$ cat src/rtl/door_lock_pkg.sv
// Shared types and constants for the door-lock sequencing controller.
package door_lock_pkg;

    typedef enum logic [2:0] {
        ST_IDLE,
        ST_ENTRY,
        ST_CHECK,
        ST_UNLOCK,
        ST_ROTATE,
        ST_LOCKOUT
    } state_t;

    localparam int DIGIT_W = 4;
    localparam int BCD_MAX = 9;

    function automatic int max3(input int a, input int b, input int c);
        int m;
        m = (a > b) ? a : b;
        return (m > c) ? m : c;
    endfunction

endpackage

$ cat src/rtl/lock_timer.sv
// Down-counter shared by the entry-timeout, unlock-window and lockout phases.
module lock_timer #(
    parameter int W = 16
) (
    input  logic         clk,
    input  logic         reset_n,
    input  logic         load,
    input  logic [W-1:0] load_val,
    output logic         expire
);

    logic [W-1:0] cnt_q, cnt_d;

    always_comb begin
        cnt_d = cnt_q;
        if (load) begin
            cnt_d = load_val;
        end else if (cnt_q != '0) begin
            cnt_d = cnt_q - 1'b1;
        end
    end

    always_ff @(posedge clk or negedge reset_n) begin
        if (!reset_n) begin
            cnt_q <= '0;
        end else begin
            cnt_q <= cnt_d;
        end
    end

    // Expiry is the cycle the count sits at 1, so the owner leaves on the 1 -> 0 edge.
    assign expire = (cnt_q == W'(1));

endmodule

$ cat src/rtl/door_lock_ctrl.sv
// Keypad code entry, password compare, unlock window, password refresh and lockout.
module door_lock_ctrl
    import door_lock_pkg::*;
#(
    parameter int DIGITS      = 8,
    parameter int OPEN_CYCLES = 1000,
    parameter int ENTRY_TMO   = 5000,
    parameter int MAX_FAIL    = 3,
    parameter int LOCK_CYCLES = 20000
) (
    input  logic                            clk,
    input  logic                            reset_n,
    input  logic                            digit_valid,
    input  logic [DIGIT_W-1:0]              digit,
    input  logic                            clear,
    input  logic [DIGIT_W*DIGITS-1:0]       cur_pass,
    input  logic                            rotate_done,
    output logic                            unlock_door,
    output logic                            key_enable,
    output logic                            locked,
    output logic                            bad_digit,
    output logic [$clog2(MAX_FAIL+1)-1:0]   fail_count
);

    localparam int PASS_W  = DIGIT_W * DIGITS;
    localparam int CNT_W   = $clog2(DIGITS + 1);
    localparam int FAIL_W  = $clog2(MAX_FAIL + 1);
    localparam int TMR_MAX = max3(OPEN_CYCLES, ENTRY_TMO, LOCK_CYCLES);
    localparam int TMR_W   = $clog2(TMR_MAX + 1);

    state_t              state_q, state_d;
    logic [PASS_W-1:0]   buf_q, buf_d;
    logic [CNT_W-1:0]    cnt_q, cnt_d;
    logic [FAIL_W-1:0]   fail_q, fail_d, fail_inc;
    logic                unlock_q, key_en_q, locked_q, bad_q, bad_d;
    logic                tmr_load, tmr_expire;
    logic [TMR_W-1:0]    tmr_val;
    logic                digit_ok;

    assign digit_ok = digit_valid && (digit <= DIGIT_W'(BCD_MAX));
    assign fail_inc = fail_q + 1'b1;

    lock_timer #(.W(TMR_W)) u_timer (
        .clk      (clk),
        .reset_n  (reset_n),
        .load     (tmr_load),
        .load_val (tmr_val),
        .expire   (tmr_expire)
    );

    always_comb begin
        state_d  = state_q;
        buf_d    = buf_q;
        cnt_d    = cnt_q;
        fail_d   = fail_q;
        bad_d    = 1'b0;
        tmr_load = 1'b0;
        tmr_val  = '0;
        case (state_q)
            ST_IDLE, ST_ENTRY: begin
                // Priority: clear, then digit, then idle timeout.
                if (clear) begin
                    state_d = ST_IDLE;
                    buf_d   = '0;
                    cnt_d   = '0;
                end else if (digit_valid && !digit_ok) begin
                    bad_d = 1'b1;
                end else if (digit_ok) begin
                    buf_d    = {buf_q[PASS_W-DIGIT_W-1:0], digit};
                    cnt_d    = cnt_q + 1'b1;
                    tmr_load = 1'b1;
                    tmr_val  = TMR_W'(ENTRY_TMO);
                    state_d  = (cnt_q == CNT_W'(DIGITS - 1)) ? ST_CHECK : ST_ENTRY;
                end else if ((state_q == ST_ENTRY) && tmr_expire) begin
                    state_d = ST_IDLE;
                    buf_d   = '0;
                    cnt_d   = '0;
                end
            end
            ST_CHECK: begin
                buf_d = '0;
                cnt_d = '0;
                if (buf_q == cur_pass) begin
                    state_d  = ST_UNLOCK;
                    fail_d   = '0;
                    tmr_load = 1'b1;
                    tmr_val  = TMR_W'(OPEN_CYCLES);
                end else begin
                    fail_d = fail_inc;
                    if (fail_inc == FAIL_W'(MAX_FAIL)) begin
                        state_d  = ST_LOCKOUT;
                        tmr_load = 1'b1;
                        tmr_val  = TMR_W'(LOCK_CYCLES);
                    end else begin
                        state_d = ST_IDLE;
                    end
                end
            end
            ST_UNLOCK: begin
                if (tmr_expire) begin
                    state_d = ST_ROTATE;
                end
            end
            ST_ROTATE: begin
                if (rotate_done) begin
                    state_d = ST_IDLE;
                end
            end
            ST_LOCKOUT: begin
                if (tmr_expire) begin
                    state_d = ST_IDLE;
                    fail_d  = '0;
                end
            end
            default: begin
                state_d = ST_IDLE;
            end
        endcase
    end

    // Outputs are decoded from the next state so they change on the same edge as the state.
    always_ff @(posedge clk or negedge reset_n) begin
        if (!reset_n) begin
            state_q  <= ST_IDLE;
            buf_q    <= '0;
            cnt_q    <= '0;
            fail_q   <= '0;
            unlock_q <= 1'b0;
            key_en_q <= 1'b0;
            locked_q <= 1'b0;
            bad_q    <= 1'b0;
        end else begin
            state_q  <= state_d;
            buf_q    <= buf_d;
            cnt_q    <= cnt_d;
            fail_q   <= fail_d;
            unlock_q <= (state_d == ST_UNLOCK);
            key_en_q <= (state_d == ST_ROTATE);
            locked_q <= (state_d == ST_LOCKOUT);
            bad_q    <= bad_d;
        end
    end

    assign unlock_door = unlock_q;
    assign key_enable  = key_en_q;
    assign locked      = locked_q;
    assign bad_digit   = bad_q;
    assign fail_count  = fail_q;

endmodule
$ cat config.mk
export PLATFORM = sky130hd
export DESIGN_NAME = door_lock_ctrl
export DESIGN_NICKNAME = d
export VERILOG_FILES = /design/src/rtl/door_lock_pkg.sv /design/src/rtl/lock_timer.sv /design/src/rtl/door_lock_ctrl.sv
export SDC_FILE = /design/constraint.sdc
export NUM_CORES = 1
export LEC_CHECK = 0
export ABC_AREA = 1
export CELL_PAD_IN_SITES_DETAIL_PLACEMENT = 0
export CELL_PAD_IN_SITES_GLOBAL_PLACEMENT = 1
export CORE_ASPECT_RATIO = 0.75
export CORE_MARGIN = 2
export CORE_UTILIZATION = 47
export CTS_CLUSTER_SIZE = 14
export DETAILED_ROUTE_END_ITERATION = 8
export DONT_BUFFER_PORTS = 1
export PLACE_DENSITY = 0.83
export SLEW_MARGIN = 5
export SYNTH_ARGS = -nofsm -noshare
export SYNTH_HDL_FRONTEND = slang
export SYNTH_HIERARCHICAL = 1
export SYNTH_SLANG_ARGS = --single-unit
export TNS_END_PERCENT = 10
$ cat constraint.sdc
create_clock -name clk -period 2.83 [get_ports clk]
set_clock_uncertainty 0.05 [all_clocks]
set_input_delay 0.566 -clock clk [delete_from_list [all_inputs] [get_ports clk]]
set_output_delay 0.566 -clock clk [all_outputs]
set_load 0.02 [all_outputs]
# [After elaboration in Yosys (flattened, before gate mapping)]
# Index checks and enable logic that the tools add are counted.
[classes] add_sub_neg=3 magnitude_cmp=1 n_eq_ne=15 n_mux=41 reduce_logical=12
[ops] op="$mux W32" count=4
[ops] op="$pmux W32 S2" count=1
[ops] op="$mux W15" count=4
[ops] op="$mux W13" count=3
[ops] op="$eq A32 B32 Y1" count=1
[ops] op="$pmux W15 S2" count=1
[ops] op="$mux W3" count=9
[ops] op="$mux W4" count=4
[ops] op="$eq A15 B1 Y1 const B" count=1
[ops] op="$pmux W3 S5" count=1
[ops] op="$reduce_bool A15 Y1" count=1
[ops] op="$sub A15 B1 Y15 const B" count=1
[ops] op="$eq A3 B3 Y1 const B" count=4
[ops] op="$eq A3 B2 Y1 const B" count=3
[ops] op="$mux W1" count=8
[ops] op="$pmux W4 S2" count=1
[ops] op="$mux W2" count=3
[ops] op="$reduce_bool A2 Y1" count=3
[ops] op="$add A4 B1 Y4 const B" count=1
[ops] op="$eq A4 B3 Y1 const B" count=1
[ops] op="$le A4 B4 Y1 const B" count=1
[ops] op="$ne A4 B4 Y1 const B" count=1
[ops] op="$pmux W2 S2" count=1
[ops] op="$eq A3 B1 Y1 const B" count=1
[ops] op="other kinds (11)" count=13
[totals] ff_bits=60 in_bits=41 out_inout_bits=6 elab_cells=81

# [Longest topological paths before layout]
[logic_depth] word_depth=8 mapped_depth=15 depth_no_buf=15

# [Modules after synthesis]
# Netlist, hierarchy kept.
[by_module_without_submodules] module="door_lock_ctrl" instances=1 cells_per_inst=288 area_per_inst_um2=2507.4 seq_area_each_um2=1126.1
[by_module_without_submodules] module="lock_timer" instances=1 cells_per_inst=155 area_per_inst_um2=1037.2 seq_area_each_um2=375.4

# [Worst setup path before layout]
# OpenSTA, ideal clock, no wires.
[synth_path] path_kind="input-to-reg" start="in digit[1]" end="reg u_timer.cnt_q[9]" setup_ps=113 arrival_ps=1949 required_ps=2667 setup_slack_ps=718 stages=12 path_buffers=1 cell_sequence="o21ai_1 nand2_2 nor2_8 inv_4 buf_6 nand3_1 inv_1 or2_2 nand2_2 inv_1 nand2_1 inv_1"
[synth_between] elab_chain_cells=8 elab_cells_between_ends=14 classes_between="order compare (1); mux (9); reduce/logical (4)"
[synth_lines] element="start: declaration" line_no="door_lock_ctrl.sv:14" rtl="input logic [DIGIT_W-1:0] digit,"
[synth_lines] element="$le A4 B4 Y1 *" line_no="door_lock_ctrl.sv:40" rtl="assign digit_ok = digit_valid && (digit <= DIGIT_W'(BCD_MAX));"
[synth_lines] element="$logic_and A1 B1 Y1 *" line_no="door_lock_ctrl.sv:40"
[synth_lines] element="$logic_not A1 Y1" line_no="door_lock_ctrl.sv:66" rtl="end else if (digit_valid && !digit_ok) begin"
[synth_lines] element="$logic_and A1 B1 Y1" line_no="door_lock_ctrl.sv:66"
[synth_lines] element="$mux W1 *" line_no="door_lock_ctrl.sv:66"
[synth_lines] element="$mux W1 *" line_no="door_lock_ctrl.sv:62" rtl="if (clear) begin"
[synth_lines] element="$pmux W1 S2 *" line_no="door_lock_ctrl.sv:59" rtl="case (state_q)"
[synth_lines] element="named net tmr_load" line_no="door_lock_ctrl.sv:36" rtl="logic tmr_load, tmr_expire;"
[synth_lines] element="$mux W15 / $reduce_bool A2 Y1 (equally long branches)"
[synth_lines] element="end signal: assignment" line_no="lock_timer.sv:27" rtl="cnt_q <= cnt_d;"
[synth_lines] element="end: declaration" line_no="lock_timer.sv:12" rtl="logic [W-1:0] cnt_q, cnt_d;"
# The timed path passes the listed nets; every way through them passes the cells marked *.
# A chain may end at the register's enable or synchronous reset.

==> summary.txt <==
Outcome
  • Status: completed

Detailed routing
  • Via count: 2760
  • Initial DRC count: 185
  • WL met2: 3210 um
  • Post-Route WL: 8030 um
  • Post-route DRC: 0
  • Vias per inst: 4.94
  • First-pass DRT Iterations: 4
  • DR top layer: met4
  • Wirelength per Cell: 14.4 um
  • Met3 Wirelength: 503 um
  • Antenna viol nets, final: 0
  • Metal-1 WL: 4220 um

Power and ir drop
  • Pwr dens: 627 mW/mm^2
  • Part of the power in the clock network: 0.354
  • Sequential share of power: 0.430
  • Pwr Total: 2420 uW
  • Sw Pwr: 780 uW
  • Comb pwr share: 0.216
  • Internal power: 1640 uW
  • Max rail drop VDD: 0.000316 V
  • Static Leak: 0.00187 uW
  • Sw Ratio: 0.322

Synthesis
  • Predominant post-synthesis flop cell: dfrtp_1
  • Post-synthesis async set-or-reset flop share: 1.00
  • Count leader, synth: nand2_1
  • Post-synthesis mux area share: 0
  • Top-area cell type share of the netlist area: 0.424
  • Leading area contributor after synthesis: dfrtp_1
  • Syn. warnings: 6
  • EDFF count, synth: 0
  • Average size of a mapped cell: 8.00 sq um
  • Synth top cells by count: nand2_1 (135), dfrtp_1 (60), inv_1 (41)
  • Top post-synthesis cells by area: dfrtp_1 (42%), nand2_1 (14%), xnor2_1 (5.2%)
  • Largest family of logic cells by synthesized area: simple AND/OR/NAND/NOR gates
  • Sequential fraction of the synthesis area: 0.424
  • Post-synth cell types: 39
  • Post-synthesis simple-gate area fraction: 0.282
  • Synth Area in Compound Gates: 0.135
  • Post-Syn Instances: 443
  • #FFs+latches synth: 60
  • XOR/XNOR share of the synthesized area: 0.0568
  • Post-Syn Area: 0.00354 sq mm
  • Adder-Cell Fraction of Synth Area: 0.0141

Setup path
  • Critical path's most frequent cell: inv_1
  • Largest stage delay, worst path: 0.45 ns
  • Gate family responsible for the most delay along the worst path: simple AND/OR/NAND/NOR gates
  • Buffers & Inverters on Critical Path: 3
  • Worst Path Class, Setup: reg2reg
  • CP Max Fanout: 23
  • Endpoint type of the worst setup path: flop
  • CP max stage cell: nor4_1
  • Required time of the critical path: 3.04 ns
  • Worst path cell trace: inv_1 > ha_1 > nand3_1 > nor4_1 > inv_1 > o211ai_4 > nand2_4 > inv_4 > nand2_1 > a21oi_1
  • Arr. time, crit path: 2.75 ns
  • CP Launch Type: flop

Clock network
  • Post-CTS Setup Repair Bufs: 0
  • Clock Latency Late Sink: 0.34 ns
  • Inserted Clock Buffers: 9
  • Root Driver: clkbuf_8
  • # clock sinks: 60
  • TritonCTS clock tree: built
  • CTS H-tree lvls: 3
  • Reg clk slew, reported paths: 0.07 ns
  • Worst-case clock buffer depth: 2

Global route
  • Gr ovfl total: 0
  • Pin count of the biggest net entering global routing: 61
  • GRT Util Overall: 0.213
  • Vias in the first global route: 2631
  • Initial antenna violation count: 0
  • Global-route wire length before repair: 13500 um

Placement
  • Detailed Place HPWL: 6030 um
  • GP Congestion: 0.907
  • Port Buffers: 0

Cells and area
  • Layout net count: 498
  • Seq. cell area: 0.00150 sq mm
  • Multi-input gate area: 0.00175 sq mm
  • Finished Core Util: 0.528
  • Area Overhead vs Synth: 9.11%
  • FILL cells: 727
  • N_diodes: 0
  • Layout cell share with drive strength beyond 1: 0.153

Timing
  • Fin. Hold Viols: 0
  • Min Hold Slack: 0.0278 ns
  • Setup tns final: 0 ns
  • RSZ-0062 raised after global routing: false
  • Fmax: 0.394 GHz
  • Post-route minimum period: 2.53 ns
  • Final setup violating endpoints: 0
  • Slew Limit Fails: 0
  • Fraction of the cycle the final worst path needs: 0.896

Flow run
  • Number of max-cap violations: 0

Worst hold path
  • Hold Crit Class: in2async

Floorplanning
  • CORE AREA: 0.00733 sq mm
  • Die height: 79.2 um
  • Initial core utilization: 0.484
  • Die area: 0.00826 sq mm
  • Site Rows: 27
  • Die Width: 104 um
  • I/O pins: 47
state kept, by name (all words and copies together), names as in the netlist, 2 cells and up:
register,cells
fail_count,2
cnt_q,4
u_timer/cnt_q,15
buf_q,32
state_q,3
cells in the final DEF, fill, tap and decap left out, types with 10 or more instances in the layout:
cell type and n:
a22o_1 13, clkbuf_8 10, dfrtp_1 60, inv_1 41, inv_2 15, nand2_1 135
nand3_1 17, nor2_1 38, o21ai_0 14, o21ai_1 16, xnor2_1 21
layout make-up:
type                    instances  share of cell area
multi-input cells             319               0.452
flip-flops and latches         60               0.388
inverters                      60              0.0602
clock buffers                  11              0.0366
well taps                     101              0.0327
clock inverters                 5              0.0194
repair buffers                  3              0.0110
kinds of logic after synthesis:
group / after synthesis
buf+inv: 68
simple gates: 221
other cells: 1
fa+ha+maj: 4
compound gates: 66
xor+xnor: 23
flops: 60
layer usage:
metal | up-vias | global-route usage
li1 | 1429 | -
met1 | 1255 | 0.319
met2 | 70 | 0.295
met3 | 6 | 0.0681
met4 | 0 | 0.0514
met5 | - | 0
metrics by stage:
step                      cells  instance area, sq um  worst slack, ns
after floorplan             447                  3560            0.718
final                       559                  3870            0.295
after CTS                   559                  3870            0.300
after global placement      542                  3620            0.373
after detailed placement    542                  3620            0.323
after global routing        559                  3870            0.155
timing repair:
action	4_1_cts	5_1_grt
hold endpoints to repair	60	0
gates resized for setup	0	0
hold buffers	1	0
worst paths after layout:
| kind | from | end | slack (ns) | cells after the start |
|---|---|---|---|---|
| setup / recovery | u_timer/cnt_q[1]$_DFFE_PN0P_ | cnt_q[2]$_DFFE_PN0P_ | 0.30 | 10 |
| hold / removal | reset_n | buf_q[9]$_DFFE_PN0P_ | 0.03 | 1 |
| setup reg to reg | u_timer/cnt_q[1]$_DFFE_PN0P_ | cnt_q[2]$_DFFE_PN0P_ | 0.30 | 10 |
| hold reg to reg | buf_q[30]$_DFFE_PN0P_ | buf_q[30]$_DFFE_PN0P_ | 0.46 | 2 |
| max in group asynchronous | reset_n | buf_q[21]$_DFFE_PN0P_ | 2.43 | 1 |
| min in group clk | rotate_done | key_enable$_DFF_PN0_ | 0.28 | 1 |
power groups by stage:
stage	Clock, uW	Combinational (uW)	Sequential (uW)
after floorplan	0	421	1030
after global placement	0	492	1060
after detailed placement	0	501	1050
after CTS	875	526	1040
after global routing	917	613	1050
final	858	524	1040
No activity file was read; power rests on OpenSTA's default activity.
